File: src/rtl/br_redirect_ctrl.sv
// Execute-stage branch redirect controller: flush, held fetch redirect,
// predictor update pulse and saturating mispredict counter.
module br_redirect_ctrl #(
  parameter int unsigned LINE_BYTES = 16,
  parameter int unsigned CNT_W      = 16
) (
  input  logic             clk,
  input  logic             reset,
  input  logic             ex_val,
  input  logic             br_val,
  input  logic             br_taken,
  input  logic             br_correct,
  input  logic [31:0]      br_target,
  input  logic [31:0]      br_fallthru,
  input  logic [31:0]      br_pc,
  input  logic             fetch_rdy,
  output logic             flush,
  output logic             ex_stall,
  output logic             redir_val,
  output logic [31:0]      redir_ip,
  output logic [31:0]      redir_ip_p1,
  output logic             upd_val,
  output logic             upd_taken,
  output logic [31:0]      upd_pc,
  output logic [31:0]      upd_target,
  output logic [CNT_W-1:0] mispred_cnt
);

  typedef enum logic [1:0] {IDLE = 2'd0, FLUSH = 2'd1, REDIR = 2'd2} state_t;

  state_t      state;
  state_t      state_nxt;
  logic        res_ev;
  logic        mispred;
  logic [31:0] ip_sel;
  logic        flush_d;
  logic        stall_d;
  logic        redir_val_d;

  // Resolutions are only looked at while no redirect is in flight.
  assign res_ev  = ex_val & br_val & (state == IDLE);
  assign mispred = res_ev & ~br_correct;
  assign ip_sel  = br_taken ? br_target : br_fallthru;

  always_ff @(posedge clk) begin
    if (reset) state <= IDLE;
    else       state <= state_nxt;
  end

  always_comb begin
    state_nxt = state;
    case (state)
      IDLE:    if (mispred) state_nxt = FLUSH;
      FLUSH:   state_nxt = REDIR;
      REDIR:   if (redir_val & fetch_rdy) state_nxt = IDLE;
      default: state_nxt = IDLE;
    endcase
  end

  // Status outputs are decoded from the next state so they register in step with it.
  always_comb begin
    flush_d     = 1'b0;
    stall_d     = 1'b0;
    redir_val_d = 1'b0;
    case (state_nxt)
      FLUSH: begin
        flush_d = 1'b1;
        stall_d = 1'b1;
      end
      REDIR: begin
        stall_d     = 1'b1;
        redir_val_d = 1'b1;
      end
      default: ;
    endcase
  end

  always_ff @(posedge clk) begin
    if (reset) begin
      flush       <= 1'b0;
      ex_stall    <= 1'b0;
      redir_val   <= 1'b0;
      redir_ip    <= 32'd0;
      redir_ip_p1 <= 32'd0;
      upd_val     <= 1'b0;
      upd_taken   <= 1'b0;
      upd_pc      <= 32'd0;
      upd_target  <= 32'd0;
      mispred_cnt <= '0;
    end else begin
      flush     <= flush_d;
      ex_stall  <= stall_d;
      redir_val <= redir_val_d;
      upd_val   <= res_ev;
      if (mispred) begin
        redir_ip    <= ip_sel;
        redir_ip_p1 <= ip_sel + 32'(LINE_BYTES);
      end
      if (res_ev) begin
        upd_taken  <= br_taken;
        upd_pc     <= br_pc;
        upd_target <= br_target;
      end
      if (mispred && (mispred_cnt != '1))
        mispred_cnt <= mispred_cnt + CNT_W'(1);
    end
  end

endmodule

File: config.mk
export PLATFORM = sky130hd
export DESIGN_NAME = br_redirect_ctrl
export DESIGN_NICKNAME = d
export VERILOG_FILES = /design/src/rtl/br_redirect_ctrl.sv
export SDC_FILE = /design/constraint.sdc
export NUM_CORES = 1
export LEC_CHECK = 0
export CAP_MARGIN = 20
export CORE_MARGIN = 1
export CORE_UTILIZATION = 35
export DETAILED_ROUTE_END_ITERATION = 6
export HOLD_SLACK_MARGIN = 0.08
export PLACE_DENSITY = 0.69
export RECOVER_POWER = 25
export SLEW_MARGIN = 30
export SYNTH_ARGS = -nofsm -noshare
export SYNTH_HDL_FRONTEND = slang
export SYNTH_SLANG_ARGS = --single-unit
File: constraint.sdc
create_clock -name clk -period 2.9 [get_ports clk]
set_input_delay 0.725 -clock clk [delete_from_list [all_inputs] [get_ports clk]]
set_output_delay 0.725 -clock clk [all_outputs]
set_load 0.01 [all_outputs]
==> results.cfg, run 1 <==
[place]
place.gp.congestion = 0.8494
place_ws_ps = 53.92
place_hpwl_um = 14850
placement.io_buffers = 251

[critical_path]
cp_slowest_cell = dlygate4sd3_1
reg2reg_depth = 5
arrival_ps = 2680
cp.depth = 8
reg2reg_from = mispred_cnt[6]$_SDFFE_PP0P_
critPathTopFamily = buffers and inverters
worstPathRequired_ps = 3160
crit_end = mispred_cnt[1]$_SDFFE_PP0P_
path_class = in -> reg
timing.rr.end = mispred_cnt[1]$_SDFFE_PP0P_
cpPeakStageDelay_ps = 550
startpoint = ex_val
cp_max_fo = 57
cp-start-kind = primary input
rrSetupSlack_ps = 820
crit_chain = dlygate4sd3_1 > and4bb_1 > nand2b_2 > inv_1 > buf_12 > o21ai_1 > mux2i_1 > nor2_1
end_kind = register
crit_buf_inv = 3

[synth]
synth.top_cell.area_share = 0.4461
async_flop_share = 0
synth.distinct_cells = 60
synthesis.area_um2 = 6596
synth-edff-count = 0
synth_area_leaders = dfxtp_1 (45%), nand2_1 (9.3%), a21oi_1 (6.2%), mux2i_1 (4.1%), a211oi_1 (3.6%)
yosysSeqAreaShare = 0.4461
avgSynthCellArea_um2 = 8.276
yosysTopAreaCell = dfxtp_1
synthesis.nets = 904
synthCells = 797
ys.flop_type = dfxtp_1
ys_ff_latch = 147
yosys_warnings = 0

[global_route]
grt_max_degree = 66
grt_pass1_vias = 6096
grt_pass1_wl_um = 32640
track_usage = 0.2128
grt_overflow = 0
antenna_found_initial = 0

[timing]
relSlewSlack = 0.1459
setup_violations = 0
worst_pin_slew_ps = 1281
tns_ps = 0
setup_ws_ps = 482.1
post-route-min-period_ps = 2418
finalCritPeriodShare = 0.8338
slew_viol_final = 0
fin_hold_ws_ps = 451.5
fin_skew_ps = 9.004
grt_setup_unrepaired = no
finalHoldViolations = 0
fmax_mhz = 413.6

[route]
routedWlPerCell_um = 16.09
num_vias = 6514
drc_errors = 0
drt-initial-drc-count = 315
wl_um = 20530
drtAntennaViolNets = 0
dr.pass1.iters = 4
vias_per_cell = 5.105

[die]
dieWidth_um = 139.3
start_util = 0.3623
ios = 252
die-area_um2 = 19400
die_y_um = 139.3
core_area_um2 = 18210
fp-row-count = 49

[flow_run]
cap_violations = 0

[layout]
nNetsFinal = 1141
antenna_cells = 0
areaGrowthSynthToFinish_pct = 51.61
drive_above_1_share = 0.08023

[status]
status = finished, final reports clean

[clock_tree]
insertion_delay_ps = 420
cts-root-buf = clkbuf_16
cts_tree = built
htreeDepth = 4
cts_made_buffers = 17
clkTransAtPathRegs_ps = 60
postCtsSetupRepairBufs = 0
cts_hold_buf = 0
clock_sinks = 147
cts_buffer_depth = 2
cts-resized-gates = 0

[pwr]
power_leakage_nw = 3.605
irDropWorstVdd_mv = 0.4289
powerDensity_nw_per_um2 = 525.8

[min_path]
hold_path_class = reg -> reg
report_power, final:
group | internal, mW | switching, mW | total (mW)
clock | 1.41 | 0.899 | 2.31
combinational | 0.408 | 0.387 | 0.795
sequential | 2.11 | 0.0452 | 2.15
registers in the layout (all words and copies together), names as in the netlist:
name,flops
ex_stall,1
flush,1
mispred_cnt,16
redir_ip,32
redir_ip_p1,28
redir_val,1
state,2
upd_pc,32
upd_taken,1
upd_target,32
upd_val,1
how the worst min path moves through the flow:
stage | start | to | slack (ps) | cells after the start
finish | upd_pc[23]$_SDFFE_PP0N_ | upd_pc[23]$_SDFFE_PP0N_ | 450 | 2
floorplan | redir_ip_p1[10]$_SDFFE_PP0P_ | redir_ip_p1[10]$_SDFFE_PP0P_ | 480 | 2
detailed placement | redir_ip_p1[28]$_SDFFE_PP0P_ | redir_ip_p1[28]$_SDFFE_PP0P_ | 440 | 2
CTS | upd_target[1]$_SDFFE_PP0N_ | upd_target[1]$_SDFFE_PP0N_ | 450 | 2
global route | upd_pc[10]$_SDFFE_PP0N_ | upd_pc[10]$_SDFFE_PP0N_ | 470 | 2
global placement | redir_ip_p1[8]$_SDFFE_PP0P_ | redir_ip_p1[8]$_SDFFE_PP0P_ | 440 | 2
Yosys cell counts (2+ instances only):
cell and count:
nand2_1 163, dfxtp_1 147, a21oi_1 82, nor2_1 58, nand3_1 47, a211oi_1 32
clkbuf_1 30, mux2i_1 27, o21ai_0 20, xor2_1 15, nor3_1 14, buf_1 13
buf_2 11, nand4_1 10, and3_1 8, nand3b_1 8, xnor2_1 7, and2_1 6
buf_4 6, inv_1 6, nor4_1 6, o2111ai_1 6, mux2_2 5, o311ai_0 5
ha_1 4, nand2b_1 4, o211ai_1 4, a21boi_0 3, a22oi_2 3, buf_6 3
nor2b_1 3, o31a_1 3, a311o_1 2, a32o_1 2, and4_1 2, nand3_2 2
nand4b_1 2, o21ai_1 2, o22ai_1 2, o311ai_1 2, or2_2 2, or3_1 2
area by class of cell:
type                       instances  area, um2
clock buffer                      19      452.9
clock inverter                    13      172.7
timing repair buffer             281       2769
inverter                           6      22.52
tap                              229      286.5
multi-input combinational        581       3354
fill                            1705       8208
sequential                       147       2943
tightest hold or removal path, stage by stage (launching register included):
cell and delay (ps):
dfxtp_1 300, nand2_1 50, a21oi_1 50
cell usage in the layout (no fill, tap or decap), types with 5 or more instances in the layout:
master and n:
clkdlybuf4s50_1 247, nand2_1 163, dfxtp_1 147, a21oi_1 82
nor2_1 58, nand3_1 47, a211oi_1 32, mux2i_1 27
buf_4 23, o21ai_0 20, clkbuf_16 17, xor2_1 15
nor3_1 14, nand4_1 10, nand3b_1 8, and3_1 8
xnor2_1 7, inv_1 6, and2_1 6, o2111ai_1 6
nor4_1 6, o311ai_0 5, clkinv_4 5
metrics by stage:
stage               power, mW  instances  instance area (um2)    util
finish                  5.259       1276                10000  0.5492
global route            5.486       1276                10000  0.5492
CTS                     5.312       1276                10030  0.5507
detailed placement      3.000       1244                 9403  0.5164
global placement        2.992       1244                 9403  0.5164
floorplan               2.548        797                 6621       -
cell families after synthesis:
logic type,count (synthesis),share of synthesized area
adder cells (fa/ha/maj),4,0.007588
AND/OR/NAND/NOR,346,0.2473
XOR/XNOR,22,0.02921
flip-flops,147,0.4461
AO/OA/AOI/OAI,177,0.1720
multiplexers,32,0.04951
buffers and inverters,69,0.04818
layer usage:
metal,up-vias,part of all wire,global-route usage
li1,3278,-,-
met1,3009,0.46,0.2777
met2,210,0.46,0.3383
met3,17,0.073,0.06160
met4,0,0.013,0.06550
met5,-,0,0
(Power assumes the default switching activity.)
==> run 2, diff against run 1 <==
==> constraint.sdc (replaced) <==
create_clock -name clk -period 2.1 [get_ports clk]
set_input_delay 0.525 -clock clk [delete_from_list [all_inputs] [get_ports clk]]
set_output_delay 0.525 -clock clk [all_outputs]
set_load 0.01 [all_outputs]
==> run 2 against run 1 <==
The run now ends with design-rule violations left; clock-buffer cell count fell by 1; cell count rose by 6.7%; clock skew fell by 1.4 ps; total power rose by 36%; core utilization rose by 3.7 points; wire length rose by 3.6%; register-to-register slack got worse by 540 ps; critical path type unchanged; critical endpoint is now redir_ip_p1[31]$_SDFFE_PP0P_.
==> results.cfg, run 2 (same netlist as run 1, synthesis figures left out) <==
[die]
core_area_um2 = 18210
die-area_um2 = 19400
die_y_um = 139.3
ios = 252
start_util = 0.3623
dieWidth_um = 139.3
fp-row-count = 49

[global_route]
grt_pass1_vias = 6572
grt_max_degree = 89
track_usage = 0.2189
antenna_found_initial = 2
grt_pass1_wl_um = 33790
grt_overflow = 0

[pwr]
p_switching_mw = 1.840
p_int_mw = 5.313
irDropWorstVdd_mv = 0.5311
comb_power_share = 0.171
power_frac_clock = 0.413
p_seq_frac = 0.416
swShare = 0.2572
power_leakage_nw = 4.025
powerDensity_nw_per_um2 = 670.2

[timing]
fin_hold_ws_ps = 438.7
slew_viol_final = 0
finalHoldViolations = 0
worst_pin_slew_ps = 948.2
finalCritPeriodShare = 0.9659
fin_skew_ps = 7.567
setup_violations = 0
tns_ps = 0
post-route-min-period_ps = 2028
relSlewSlack = 0.3679
fmax_mhz = 493.0

[layout]
nNetsFinal = 1226
final-seq-area_um2 = 2943
multi_input_area_um2 = 3397
final_core_util = 0.5861
layout_common_cells = clkdlybuf4s50_1 (244), nand2_1 (163), dfxtp_1 (147), buf_4 (104), a21oi_1 (81)
fillerInstances = 1677
antenna_cells = 0
drive_above_1_share = 0.1528
mostFrequentLayoutCell = clkdlybuf4s50_1
top_regs = redir_ip x32, upd_pc x32, upd_target x32
instances_no_fill = 1361
areaGrowthSynthToFinish_pct = 61.80

[route]
drtAntennaViolNets = 0
drc_errors = 1
num_vias = 6905
routedWlPerCell_um = 15.63
met2_length_um = 9614
highest_layer = met5
dr.pass1.iters = 7
route.met3.wl_um = 1686
vias_per_cell = 5.073
wl_um = 21270
wl_met1_um = 9488
drt-initial-drc-count = 347

[place]
dp_cells = 1327
place_hpwl_um = 15850
placement.io_buffers = 251
place.gp.congestion = 0.8494

[clock_tree]
clkTransAtPathRegs_ps = 60
htreeDepth = 4
cts_buffer_depth = 2
insertion_delay_ps = 420
cts_made_buffers = 17
cts_tree = built
clock_sinks = 147
cts-root-buf = clkbuf_16

[critical_path]
cp_max_fo = 6
arrival_ps = 2370
worstPathRequired_ps = 2440
cp-start-kind = primary input
path_class = in -> reg
end_kind = register

[status]
status = finished with violations
violations = design-rule violations

[flow_run]
cap_violations = 0

[min_path]
hold_path_class = in -> reg
==> run 2: cell types whose count changed in the layout (fill, tap and decap cells not counted), sizes merged, moves of 2 or more <==
| cell | before | now |
|---|---|---|
| dlymetal6s2s | 0 | 3 |
| clkinvlp | 1 | 4 |
| inv | 9 | 7 |
| buf | 28 | 113 |
| clkdlybuf4s50 | 247 | 244 |
==> run 2: final cells by class <==
| class | count | area share |
|---|---|---|
| sequential | 147 | 0.2757 |
| tap | 229 | 0.02685 |
| clock buffer | 18 | 0.04021 |
| multi-input combinational | 581 | 0.3183 |
| clock inverter | 14 | 0.01290 |
| timing repair buffer | 366 | 0.3239 |
| inverter | 6 | 0.002110 |
==> run 2: worst paths after layout <==
path	from	end	slack, ps	cells past startpoint
worst max register to register	mispred_cnt[0]$_SDFFE_PP0P_	mispred_cnt[9]$_SDFFE_PP0P_	280	6
worst max-delay path	br_target[6]	redir_ip_p1[31]$_SDFFE_PP0P_	70	6
worst min register to register	redir_ip_p1[9]$_SDFFE_PP0P_	redir_ip_p1[9]$_SDFFE_PP0P_	450	2
worst min-delay path	br_target[5]	upd_target[5]$_SDFFE_PP0N_	440	3
==> run 2: repair_timing <==
item / in CTS / in global routing
gates resized for setup: 2 / 8
hold buffers: 0 / 0
buffers inserted: 2 / 0
endpoints found under the setup margin: 2 / 7
pin swaps: 0 / 4
cloned: 0 / 0
==> run 2: per-layer routing <==
| metal | global-route usage | vias up |
|---|---|---|
| met4 | 0.07778 | 4 |
| li1 | - | 3446 |
| met2 | 0.3491 | 230 |
| met1 | 0.2764 | 3193 |
| met5 | 0 | - |
| met3 | 0.07054 | 32 |
==> run 2: metrics by stage <==
step	worst slack, ps	power (mW)	area [um2]
3_3_place_gp	-432.1	4.247	10070
4_1_cts	2.530	7.231	10660
2_1_floorplan	-494.2	3.526	6656
3_5_place_dp	-464.5	4.259	10070
5_1_grt	-2.033	7.456	10670
6_report	71.70	7.153	10670
==> run 2: critical path, cell delays in order <==
cell and delay, ps:
clkdlybuf4s50_1 500, nand4_1 210, a22oi_4 260, nand4_4 180, or4_1 520, o211ai_1 170
==> run 2: power by group through the flow <==
| stage | logic, mW | clock network, mW | registers [mW] |
|---|---|---|---|
| 6_report | 1.22 | 2.96 | 2.97 |
| 5_1_grt | 1.33 | 3.14 | 2.99 |
| 4_1_cts | 1.23 | 3.03 | 2.97 |
| 3_5_place_dp | 1.22 | 0 | 3.03 |
| 3_3_place_gp | 1.22 | 0 | 3.03 |
| 2_1_floorplan | 0.440 | 0 | 3.09 |
